[src/rtl/uart_rx_pkg.sv]
// Shared types and helpers for the UART receiver with output FIFO.
package uart_rx_pkg;

  typedef enum logic [2:0] {
    IDLE,
    START,
    DATA,
    PARITY,
    STOP,
    PUSH
  } rx_state_t;

  typedef enum logic [1:0] {
    PAR_NONE = 2'd0,
    PAR_EVEN = 2'd1,
    PAR_ODD  = 2'd2
  } parity_mode_t;

  function automatic logic maj3(input logic a, input logic b, input logic c);
    return (a & b) | (a & c) | (b & c);
  endfunction

endpackage

[src/rtl/uart_rx_sync_fifo.sv]
// Small first-word-fall-through FIFO with occupancy count; the head entry is
// always visible on o_rdata while o_valid is high.
module uart_rx_sync_fifo #(
  parameter int WIDTH = 10,
  parameter int DEPTH = 4
) (
  input  logic                   clk,
  input  logic                   reset,
  input  logic                   i_push,
  input  logic [WIDTH-1:0]       i_wdata,
  input  logic                   i_pop,
  output logic [WIDTH-1:0]       o_rdata,
  output logic                   o_valid,
  output logic                   o_full,
  output logic [$clog2(DEPTH):0] o_count
);

  localparam int AW = $clog2(DEPTH);
  localparam logic [AW:0] FULL_CNT = (AW + 1)'(DEPTH);

  logic [WIDTH-1:0] r_mem [DEPTH];
  logic [AW-1:0]    r_wrPtr;
  logic [AW-1:0]    r_rdPtr;
  logic [AW:0]      r_count;
  logic             w_doPop;
  logic             w_doPush;

  // A push into a full FIFO is accepted only when the head leaves in the same cycle.
  assign w_doPop  = i_pop && (r_count != '0);
  assign w_doPush = i_push && (!o_full || w_doPop);

  assign o_valid = (r_count != '0);
  assign o_full  = (r_count == FULL_CNT);
  assign o_count = r_count;
  assign o_rdata = r_mem[r_rdPtr];

  always_ff @(posedge clk or posedge reset) begin
    if (reset) begin
      r_wrPtr <= '0;
      r_rdPtr <= '0;
      r_count <= '0;
      for (int i = 0; i < DEPTH; i++) begin
        r_mem[i] <= '0;
      end
    end else begin
      if (w_doPush) begin
        r_mem[r_wrPtr] <= i_wdata;
        r_wrPtr        <= r_wrPtr + 1'b1;
      end
      if (w_doPop) begin
        r_rdPtr <= r_rdPtr + 1'b1;
      end
      case ({w_doPush, w_doPop})
        2'b10:   r_count <= r_count + 1'b1;
        2'b01:   r_count <= r_count - 1'b1;
        default: r_count <= r_count;
      endcase
    end
  end

endmodule

[src/rtl/uart_rx_fifo_ctrl.sv]
// Oversampling UART receiver with majority vote, parity/stop checking and an
// output FIFO. Define UART_RX_BREAK_DETECT_EN to add the break_det output.
module uart_rx_fifo_ctrl
  import uart_rx_pkg::*;
#(
  parameter int DATA_LEN   = 8,
  parameter int OVERSAMPLE = 16,
  parameter int DIV_W      = 16,
  parameter int FIFO_DEPTH = 4
) (
  input  logic                        clk,
  input  logic                        reset,
  input  logic [DIV_W-1:0]            baud_div,
  input  logic [1:0]                  parity_mode,
  input  logic                        two_stop,
  input  logic                        rx_data,
  output logic                        out_valid,
  input  logic                        out_ready,
  output logic [DATA_LEN-1:0]         out_data,
  output logic                        out_parity_err,
  output logic                        out_frame_err,
  output logic                        overrun,
  output logic [$clog2(FIFO_DEPTH):0] fifo_count
`ifdef UART_RX_BREAK_DETECT_EN
  ,
  output logic                        break_det
`endif
);

  localparam int SUB_W = $clog2(OVERSAMPLE);
  localparam int BIT_W = $clog2(DATA_LEN);
  localparam int FW    = DATA_LEN + 2;
  localparam logic [SUB_W-1:0] SMP_A    = SUB_W'(OVERSAMPLE / 2 - 1);
  localparam logic [SUB_W-1:0] SMP_B    = SUB_W'(OVERSAMPLE / 2);
  localparam logic [SUB_W-1:0] SMP_C    = SUB_W'(OVERSAMPLE / 2 + 1);
  localparam logic [SUB_W-1:0] SUB_LAST = SUB_W'(OVERSAMPLE - 1);
  localparam logic [BIT_W-1:0] LAST_BIT = BIT_W'(DATA_LEN - 1);

  rx_state_t            r_state;
  rx_state_t            w_stateNext;
  logic                 r_rxMeta;
  logic                 r_rxS;
  logic [DIV_W-1:0]     r_baudDiv;
  logic [DIV_W-1:0]     r_tickCnt;
  logic [1:0]           r_parMode;
  logic                 r_twoStop;
  logic [SUB_W-1:0]     r_subCnt;
  logic [BIT_W-1:0]     r_bitIdx;
  logic                 r_stopIdx;
  logic                 r_s0;
  logic                 r_s1;
  logic                 r_armed;
  logic                 r_parErr;
  logic                 r_frameErr;
  logic                 r_overrun;
  logic [DATA_LEN-1:0]  r_shift;

  logic                 w_tick;
  logic                 w_smpA;
  logic                 w_smpB;
  logic                 w_smpLast;
  logic                 w_bitEnd;
  logic                 w_maj;
  logic                 w_parEn;
  logic                 w_lastStop;
  logic                 w_startFrame;
  logic                 w_push;
  logic                 w_pop;
  logic                 w_full;
  logic [FW-1:0]        w_fifoRd;

  assign w_tick       = (r_state != IDLE) && (r_tickCnt == r_baudDiv);
  assign w_smpA       = w_tick && (r_subCnt == SMP_A);
  assign w_smpB       = w_tick && (r_subCnt == SMP_B);
  assign w_smpLast    = w_tick && (r_subCnt == SMP_C);
  assign w_bitEnd     = w_tick && (r_subCnt == SUB_LAST);
  assign w_maj        = maj3(r_s0, r_s1, r_rxS);
  assign w_parEn      = (r_parMode == PAR_EVEN) || (r_parMode == PAR_ODD);
  assign w_lastStop   = r_stopIdx || !r_twoStop;
  assign w_startFrame = (r_state == IDLE) && r_armed && !r_rxS;
  assign w_pop        = out_valid && out_ready;
  assign overrun      = r_overrun;

  always_ff @(posedge clk or posedge reset) begin
    if (reset) begin
      r_rxMeta <= 1'b1;
      r_rxS    <= 1'b1;
    end else begin
      r_rxMeta <= rx_data;
      r_rxS    <= r_rxMeta;
    end
  end

  always_ff @(posedge clk or posedge reset) begin
    if (reset) begin
      r_state <= IDLE;
    end else begin
      r_state <= w_stateNext;
    end
  end

  // The frame is handed over mid-way through the last stop bit so that a
  // start edge immediately following it is still caught from IDLE.
  always_comb begin
    w_stateNext = r_state;
    case (r_state)
      IDLE:   if (w_startFrame) w_stateNext = START;
      START: begin
        if (w_smpLast && w_maj)  w_stateNext = IDLE;
        else if (w_bitEnd)       w_stateNext = DATA;
      end
      DATA:   if (w_bitEnd && (r_bitIdx == LAST_BIT)) w_stateNext = w_parEn ? PARITY : STOP;
      PARITY: if (w_bitEnd) w_stateNext = STOP;
      STOP:   if (w_smpLast && w_lastStop) w_stateNext = PUSH;
      PUSH:   w_stateNext = IDLE;
      default: w_stateNext = IDLE;
    endcase
  end

  always_ff @(posedge clk or posedge reset) begin
    if (reset) begin
      r_baudDiv  <= '0;
      r_tickCnt  <= '0;
      r_parMode  <= 2'd0;
      r_twoStop  <= 1'b0;
      r_subCnt   <= '0;
      r_bitIdx   <= '0;
      r_stopIdx  <= 1'b0;
      r_s0       <= 1'b1;
      r_s1       <= 1'b1;
      r_armed    <= 1'b0;
      r_parErr   <= 1'b0;
      r_frameErr <= 1'b0;
      r_overrun  <= 1'b0;
      r_shift    <= '0;
    end else begin
      r_overrun <= w_push && w_full && !w_pop;

      if ((r_state == IDLE) || w_tick) r_tickCnt <= '0;
      else                             r_tickCnt <= r_tickCnt + 1'b1;

      if (r_state == IDLE)  r_subCnt <= '0;
      else if (w_bitEnd)    r_subCnt <= '0;
      else if (w_tick)      r_subCnt <= r_subCnt + 1'b1;

      if (w_smpA) r_s0 <= r_rxS;
      if (w_smpB) r_s1 <= r_rxS;

      if (w_startFrame) begin
        r_baudDiv  <= baud_div;
        r_parMode  <= parity_mode;
        r_twoStop  <= two_stop;
        r_bitIdx   <= '0;
        r_stopIdx  <= 1'b0;
        r_parErr   <= 1'b0;
        r_frameErr <= 1'b0;
      end

      // A frame ending in a framing error leaves the receiver disarmed until
      // the line returns high, so a stuck-low line cannot retrigger.
      case (r_state)
        IDLE: if (r_rxS) r_armed <= 1'b1;
        DATA: begin
          if (w_smpLast) r_shift  <= {w_maj, r_shift[DATA_LEN-1:1]};
          if (w_bitEnd)  r_bitIdx <= r_bitIdx + 1'b1;
        end
        PARITY: begin
          if (w_smpLast) begin
            if (r_parMode == PAR_ODD) r_parErr <= ~(^r_shift ^ w_maj);
            else                      r_parErr <= ^r_shift ^ w_maj;
          end
        end
        STOP: begin
          if (w_smpLast && !w_maj) r_frameErr <= 1'b1;
          if (w_bitEnd)            r_stopIdx  <= 1'b1;
        end
        PUSH: r_armed <= !r_frameErr;
        default: ;
      endcase
    end
  end

`ifdef UART_RX_BREAK_DETECT_EN
  logic r_parBit;
  logic r_stop1Low;
  logic w_isBreak;

  always_ff @(posedge clk or posedge reset) begin
    if (reset) begin
      r_parBit   <= 1'b0;
      r_stop1Low <= 1'b0;
    end else begin
      if (w_startFrame) begin
        r_parBit   <= 1'b0;
        r_stop1Low <= 1'b0;
      end
      if ((r_state == PARITY) && w_smpLast)             r_parBit   <= w_maj;
      if ((r_state == STOP) && w_smpLast && !r_stopIdx) r_stop1Low <= !w_maj;
    end
  end

  // A break is an all-zero frame whose first stop bit is also low; it is
  // reported on break_det instead of entering the FIFO.
  assign w_isBreak = (r_state == PUSH) && (r_shift == '0) && r_stop1Low
                     && !(w_parEn && r_parBit);
  assign break_det = w_isBreak;
  assign w_push    = (r_state == PUSH) && !w_isBreak;
`else
  assign w_push    = (r_state == PUSH);
`endif

  uart_rx_sync_fifo #(
    .WIDTH (FW),
    .DEPTH (FIFO_DEPTH)
  ) u_fifo (
    .clk     (clk),
    .reset   (reset),
    .i_push  (w_push),
    .i_wdata ({r_frameErr, r_parErr, r_shift}),
    .i_pop   (w_pop),
    .o_rdata (w_fifoRd),
    .o_valid (out_valid),
    .o_full  (w_full),
    .o_count (fifo_count)
  );

  assign out_data       = w_fifoRd[DATA_LEN-1:0];
  assign out_parity_err = w_fifoRd[DATA_LEN];
  assign out_frame_err  = w_fifoRd[DATA_LEN+1];

endmodule

[config.mk]
export PLATFORM = sky130hd
export DESIGN_NAME = uart_rx_fifo_ctrl
export DESIGN_NICKNAME = d
export VERILOG_FILES = /design/src/rtl/uart_rx_pkg.sv /design/src/rtl/uart_rx_sync_fifo.sv /design/src/rtl/uart_rx_fifo_ctrl.sv
export SDC_FILE = /design/constraint.sdc
export NUM_CORES = 1
export LEC_CHECK = 0
export ABC_AREA = 1
export ABC_CLOCK_PERIOD_IN_PS = 2160
export BUFFER_PORTS_ARGS = -buffer_cell sky130_fd_sc_hd__buf_2
export CELL_PAD_IN_SITES_DETAIL_PLACEMENT = 0
export CELL_PAD_IN_SITES_GLOBAL_PLACEMENT = 1
export CORE_MARGIN = 5
export CORE_UTILIZATION = 46
export DETAILED_ROUTE_END_ITERATION = 10
export PLACE_DENSITY_LB_ADDON = 0.1
export RECOVER_POWER = 100
export SETUP_SLACK_MARGIN = 0.02
export SLEW_MARGIN = 0
export SYNTH_ARGS = -nofsm -noshare
export SYNTH_HDL_FRONTEND = slang
export SYNTH_HIERARCHICAL = 1
export SYNTH_SLANG_ARGS = --single-unit
[constraint.sdc]
create_clock -name clk -period 2.16 [get_ports clk]
set_input_delay 0.108 -clock clk [delete_from_list [all_inputs] [get_ports clk]]
set_output_delay 0.108 -clock clk [all_outputs]
set_load 0.01 [all_outputs]
==> metrics.csv, run 1 <==
metric;value;unit
wire per inst;13.1;µm
failing checks;negative hold slack;
Cells after Synth;664;
crit-path cells;nor2_1 -> inv_2 -> nor2_4 -> inv_1 -> nor3_1 -> buf_12 -> inv_2 -> nand3_1 -> o21ai_0;
initial antenna violation count;0;
dpl hpwl;8190;µm
Detailed Route Iter0 Violations;229;
Congestion Overflow GR;0;
unrepaired setup endpoints after global routing;no;
Vias;4334;
Worst-path clk slew;0.08;ns
DRT Wirelength;11500;µm
synthesized area per cell;8.32;µm²
Required @ worst endpoint;2.40;ns
relative slew slack;0.234;
Std-Cell Rows;40;
syn nets;699;
die height;120;µm
largest net degree at the start of global routing;52;
Layout Utilization;0.523;
Synth warnings;6;
via/cell ratio;4.95;
drt pass-1 iters;4;
layout cell share with drive strength beyond 1;0.121;
Ant. Diodes;0;
DRC viols;0;
ys async rst share;1.00;
Final setup violation count;0;
DRT antenna net count;0;
switching pwr;2.55;mW
Slowest Stage Delay on Critical Path;0.44;ns
total track usage;0.175;
CP delay by family, top;simple AND/OR/NAND/NOR gates;
CP Launch Type;flop;
FF-to-FF setup slack;0.28;ns
Port Buffer Count;37;
highest-delay cell along the critical path;dfrtp_1;
status;finished with violations;
num ports;38;
Slew @ Worst Pin;1.15;ns
CP most frequent cell;inv_2;
Die ar.;14300;µm²
Core ar.;11900;µm²
final hold viol count;1;
Primary FF master, synth;dfrtp_1;
CTS tree;done;
Synth cell types;41;
vias in the first global route;4226;
H-tree Lvls;3;
synth-to-layout area growth;12.7;%
peak supply drop;0.511;mV
commonest non-fill, non-tap cells in the layout;176 x nand2_1, 104 x dfrtp_1, 93 x o21ai_0, 75 x inv_1, 57 x nor2_1;
clk buf depth;2;
Crit path arrival time;2.12;ns
worst clock skew;0.00810;ns
Hold Path Class;in2reg;
Worst Setup End Kind;flop;
P_leak;2.93;nW
Crit Path Class;reg2reg;
Setup Total Neg Slack;0;ns
Num CTS Buffers;9;
crit-path max FO;36;
Initial Utilization;0.464;
Clk Latency, worst-skew pair;0.35;ns
register area share after synthesis;0.495;
commonest non-fill, non-tap cell in the layout;nand2_1;
first-pass GRT wire length;20300;µm
Power per Cell Area;1060;nW/µm²
EDFF count, synth;0;
register bit total from synthesis;109;
FMAX;532;MHz
cell chosen for the clock root;clkbuf_16;
chip width;120;µm
combinational share of power;0.356;
global placer's final weighted congestion;0.812;
fin crit share;0.870;
switch share;0.385;
crit path time final;1.88;ns
P_int;4.08;mW
Syn Std Cell Area;5530;µm²
sum of buffers and inverters on the critical path;4;
# clock sinks;109;
max-slew violations;0;
max-cap violations;0;
Layout Nets;758;
power share of the sequential group;0.389;
Clk network pwr share;0.254;
final hold slack;-0.00516;ns
metrics by stage:
stage,power [mW],instances,hold slack (ns),worst slack (ns),area (µm²)
floorplan,4.32,664,0.112,0.472,5530
global placement,5.04,840,0.0762,0.320,5860
detailed placement,5.08,840,0.0888,0.302,5860
CTS,6.82,875,0.000876,0.285,6350
global route,7.20,875,0.00594,0.0160,6230
finish,6.63,875,-0.00516,0.282,6230
kinds of logic (layout without fill, tap and decap cells):
family | after synthesis | after routing | share of synthesized area
XOR/XNOR | 18 | 18 | 0.0285
flip-flops | 109 | 109 | 0.495
buffers and inverters | 109 | 173 | 0.0876
adder cells (fa/ha/maj) | 12 | 12 | 0.0285
AND/OR/NAND/NOR | 287 | 287 | 0.226
AO/OA/AOI/OAI | 129 | 129 | 0.134
cells in the mapped netlist, types with 4 or more instances:
cell	instances	area [µm²]
nand2_1	173	649
dfrtp_1	105	2630
inv_1	73	274
nor2_1	54	203
o21ai_0	47	235
o21ai_1	33	165
inv_2	15	56.3
nand3_1	14	70.1
o21ai_2	14	123
a21oi_1	13	65.1
o22ai_1	13	81.3
nand2_2	12	75.1
ha_1	11	138
xnor2_1	10	87.6
buf_6	9	101
nor2_2	9	56.3
clkbuf_1	8	30.0
xor2_1	8	70.1
nand4_1	7	43.8
nor3_1	7	35.0
a21oi_2	4	35.0
dfstp_2	4	105
per-layer routing:
layer,GRT usage,wire length [µm]
met1,0.227,5430
met5,0,0
met2,0.291,5480
met4,0.0723,247
met3,0.0287,342
worst min-delay path: stages:
cell and delay, ns:
buf_2 0.08, nand2_1 0.06, o21ai_0 0.06
layout make-up:
cell class	instances	area, µm²
clock buffer	10	229
multi-input combinational	446	2220
sequential	109	2730
fill	1190	5690
clock inverter	6	72.6
inverter	91	348
tap	147	184
timing repair buffer	66	434
final timing paths:
path	from	end	cells past startpoint
hold / removal	baud_div[1]	r_baudDiv[1]$_DFFE_PP0P_	3
setup / recovery	r_state[0]$_DFFE_PP0P_	r_bitIdx[0]$_DFF_PP0_	9
min in group asynchronous	reset	overrun$_DFF_PP0_	3
hold reg to reg	r_rxMeta$_DFF_PP1_	r_rxS$_DFF_PP1_	0
max in group asynchronous	reset	r_tickCnt[0]$_DFF_PP0_	4
setup reg to reg	r_state[0]$_DFFE_PP0P_	r_bitIdx[0]$_DFF_PP0_	9
repair_timing:
action	4_1_cts	5_1_grt
setup endpoints to repair	0	1
buffers inserted	0	0
hold buffers	19	0
gates resized for setup	0	1
endpoints found under the hold margin	76	0
registers in the layout (all words and copies together), names as in the netlist, 2 cells and up:
| signal | flops |
|---|---|
| r_shift | 8 |
| r_subCnt | 4 |
| r_state | 3 |
| r_bitIdx | 3 |
| u_fifo/r_rdPtr | 2 |
| u_fifo/r_mem | 40 |
| u_fifo/o_count | 3 |
| r_parMode | 2 |
| r_tickCnt | 16 |
| r_baudDiv | 16 |
| u_fifo/r_wrPtr | 2 |
power by group through the flow:
stage	registers, mW	clock network [mW]	logic [mW]
4_1_cts	2.59	1.74	2.49
3_5_place_dp	2.62	0	2.46
2_1_floorplan	2.58	0	1.75
3_3_place_gp	2.62	0	2.43
6_report	2.58	1.69	2.36
5_1_grt	2.63	1.82	2.75
(Power assumes the default switching activity.)
==> run 2, diff against run 1 <==
Settings changed: ABC_AREA 1 to default, CORE_UTILIZATION 46 to 49, TNS_END_PERCENT from default to 5.
==> run 2 against run 1 <==
The run ends with max-capacitance violations, negative setup slack left. Cell area rose by 6.0%. Sequential share of layout area fell by 2.5 points. Combinational power fell by 33%. Critical path type unchanged. Largest cell class unchanged.
==> metrics.csv, run 2 <==
metric;value;unit;change
crit path time final;2.24;ns;+0.358 ns
via/cell ratio;5.25;;+6.0%
FF-to-FF path depth;6;;-3
CP Capture Point;u_fifo/r_mem[26]$_DFFE_PP0P_;;
Clk network pwr share;0.220;;-0.034
capturing point of the worst reg2reg path;u_fifo/r_mem[26]$_DFFE_PP0P_;;
register bit total from synthesis;109;;unchanged
Largest register FFs;40;;unchanged
post-synth top area cell;dfrtp_1;;
post-synthesis mux area share;0.202;;+0.202
wire per inst;16.4;µm;+25%
DRT met1 WL;4950;µm;-9.0%
failing checks;max-capacitance violations, negative setup slack;;
Congestion Overflow GR;0;;unchanged
commonest non-fill, non-tap cell in the layout;dfrtp_1;;
FMAX;447;MHz;-16%
biggest regs;u_fifo/r_mem x40, r_baudDiv x16, r_tickCnt x16;;
DRT Wirelength;10700;µm;-7.0%
vias in the first global route;3526;;-17%
Power per Cell Area;806;nW/µm²;-24%
met3 wire length;275;µm;-20%
H-tree Lvls;3;;unchanged
Cells after Synth;411;;-38%
register area share after synthesis;0.520;;+0.0251
Commonest cells post-synth;105 x dfrtp_1, 68 x mux2_2, 27 x nor2_1, 24 x xor2_1, 21 x xnor2_1;;
Setup Total Neg Slack;-1.95;ns;-1.95 ns
CTS tree;done;;
DRT antenna net count;0;;unchanged
commonest non-fill, non-tap cells in the layout;103 x dfrtp_1, 48 x mux2_4, 35 x buf_2, 33 x buf_4, 27 x nor2_1;;
Required @ worst endpoint;2.41;ns;about the same
ys async rst share;1.00;;unchanged
final worst slack;-0.0765;ns;-0.358 ns
EDFF count, synth;0;;unchanged
switching pwr;1.69;mW;-34%
largest cells by area after synthesis;dfrtp_1 50%, mux2_2 15%, mux4_2 4.3%;;
cell chosen for the clock root;clkbuf_8;;
adder-cell share of the synthesized area;0.0319;;+0.00335
crit-path cells;or3_4 -> and2_4 -> or4b_4 -> buf_12 -> nand3_4 -> mux2_4;;
Primary FF master, synth;dfrtp_1;;
synth-to-layout area growth;25.5;%;
crit-path max FO;10;;-72%
met2 WL;5350;µm;-2.4%
CP Launch Type;flop;;
Initial Utilization;0.505;;+0.0410
Num CTS Buffers;9;;unchanged
CP Launch Point;u_fifo/o_count[0]$_DFFE_PP0P_;;
fin crit share;1.04;;+0.166
status;finished with violations;;
P_int;3.63;mW;-11%
final hold viol count;0;;-1
switch share;0.318;;-0.0665
Slowest Stage Delay on Critical Path;0.49;ns;+0.05 ns
Port Buffer Count;37;;unchanged
Synth warnings;6;;unchanged
num ports;38;;unchanged
post-synth top area share;0.500;;+0.0241
Crit path arrival time;2.49;ns;+0.37 ns
layout cell share with drive strength beyond 1;0.386;;+0.265
dpl hpwl;6710;µm;-18%
Synth cell types;47;;+15%
Syn Std Cell Area;5260;µm²;-4.8%
Worst-path clk slew;0.11;ns;+0.03 ns
chip width;114;µm;-5.0%
initial antenna violation count;0;;unchanged
Ant. Diodes;0;;unchanged
max-cap violations;1;;+1
FF-to-FF setup slack;-0.08;ns;-0.36 ns
synthesized area per cell;12.8;µm²;+54%
xor and xnor area share after synthesis;0.0749;;+0.0464
Core ar.;10400;µm²;-13%
max-slew violations;0;;unchanged
total track usage;0.175;;about the same
postcts setup bufs;0;;unchanged
Final setup violation count;42;;+42
Detailed Route Iter0 Violations;141;;-38%
DRC viols;0;;unchanged
power share of the sequential group;0.485;;+0.096
worst clock skew;0.0143;ns;+0.00616 ns
Crit Path Class;reg2reg;;
unrepaired setup endpoints after global routing;yes;;
reg2reg start;u_fifo/o_count[0]$_DFFE_PP0P_;;
clk buf depth;2;;unchanged
highest-delay cell along the critical path;or4b_4;;
combinational share of power;0.295;;-0.061
Std-Cell Rows;37;;-7.5%
Die ar.;12900;µm²;-9.8%
Layout Nets;546;;-28%
relative slew slack;0.00683;;-0.228
Hold Path Class;in2reg;;
Inst Count DP;611;;-27%
Clk Latency, worst-skew pair;0.37;ns;+0.02 ns
peak supply drop;0.444;mV;-13%
# clock sinks;109;;unchanged
Vias;3423;;-21%
register with the most flip-flops;u_fifo/r_mem;;
P_leak;3.14;nW;+7.1%
Cell Count, Final, Fillers Out;652;;-25%
largest family of logic cells by synthesized area;multiplexers;;
Worst Setup End Kind;flop;;
Top Layer Used;met4;;
Synth Area in Simple Gates;0.112;;-0.115
largest net degree at the start of global routing;63;;+21%
die height;114;µm;-5.0%
global placer's final weighted congestion;0.778;;-4.1%
drt pass-1 iters;4;;unchanged
most common cell in the synthesized netlist;dfrtp_1;;
syn nets;446;;-36%
Slew @ Worst Pin;1.49;ns;+0.341 ns
Compound-Gate Fraction of Synth Area;0.0338;;-0.100
first-pass GRT wire length;17900;µm;-12%
==> run 2: cell types whose count changed after synthesis, moves of 15 or more <==
cell     before  now
inv_1        73   18
o21ai_1      33    0
inv_2        15    0
mux2_2        0   68
xor2_1        8   24
nor2_1       54   27
o21ai_0      47    6
nand2_1     173   19
==> run 2: worst min path at each step <==
stage                         start                             to  slack [ns]  cells after the start
after global routing      out_ready  u_fifo/r_rdPtr[1]$_DFFE_PP0N_        0.32                      5
after floorplan             rx_data             r_rxMeta$_DFF_PP1_        0.11                      0
after CTS                 out_ready  u_fifo/r_rdPtr[1]$_DFFE_PP0N_        0.28                      5
after global placement        reset       r_baudDiv[3]$_DFFE_PP0P_        0.21                      3
final                     out_ready  u_fifo/r_rdPtr[1]$_DFFE_PP0N_        0.31                      5
after detailed placement      reset       r_baudDiv[2]$_DFFE_PP0P_        0.21                      3
==> run 2: power groups by stage <==
| stage | Clock [mW] | Combinational (mW) | Sequential [mW] |
|---|---|---|---|
| final | 1.17 | 1.57 | 2.58 |
| after global placement | 0 | 1.38 | 2.62 |
| after global routing | 1.31 | 1.74 | 2.63 |
| after CTS | 1.22 | 1.58 | 2.59 |
| after floorplan | 0 | 0.956 | 2.57 |
| after detailed placement | 0 | 1.40 | 2.63 |
==> run 2: per-layer routing <==
metal	vias to the layer above	GRT usage
li1	1656	-
met1	1710	0.237
met2	46	0.291
met3	11	0.0324
met4	0	0.0433
met5	-	0
==> run 2: cell type report <==
class,instances,area (µm²)
clock buffer,9,124
clock inverter,7,55.1
fill,838,3820
timing repair buffer,98,724
inverter,18,67.6
multi-input combinational,275,2720
sequential,109,2740
tap,136,170
==> run 2: logic make-up after synthesis <==
group / after synthesis
mux: 85
fa+ha+maj: 13
compound gates: 28
flops: 109
xor+xnor: 45
buf+inv: 31
simple gates: 100
==> run 2: metrics by stage <==
| step | util | hold WS (ns) | power [mW] | setup slack [ns] | instance area (µm²) |
|---|---|---|---|---|---|
| 2_1_floorplan | - | 0.112 | 3.53 | -0.227 | 5270 |
| 3_3_place_gp | 0.565 | 0.208 | 4.00 | -0.148 | 5880 |
| 3_5_place_dp | 0.565 | 0.210 | 4.03 | -0.153 | 5880 |
| 4_1_cts | 0.627 | 0.283 | 5.39 | -0.0756 | 6530 |
| 5_1_grt | 0.634 | 0.321 | 5.67 | -0.143 | 6600 |
| 6_report | 0.634 | 0.308 | 5.32 | -0.0765 | 6600 |
==> run 2: critical path: cells and delay by family (launching register included) <==
kind | cells | cell delay, ns
buffers and inverters | 1 | 0.18
multiplexers | 1 | 0.32
AND/OR/NAND/NOR | 4 | 1.21
flip-flops | 1 | 0.42
==> run 2: repair_timing <==
| action | 4_1_cts | 5_1_grt |
|---|---|---|
| hold endpoints to repair | 125 | 0 |
| endpoints found under the setup margin | 59 | 60 |
| hold buffers | 21 | 0 |
| pin swaps | 13 | 2 |
| resized for setup | 47 | 23 |
| cloned | 4 | 0 |
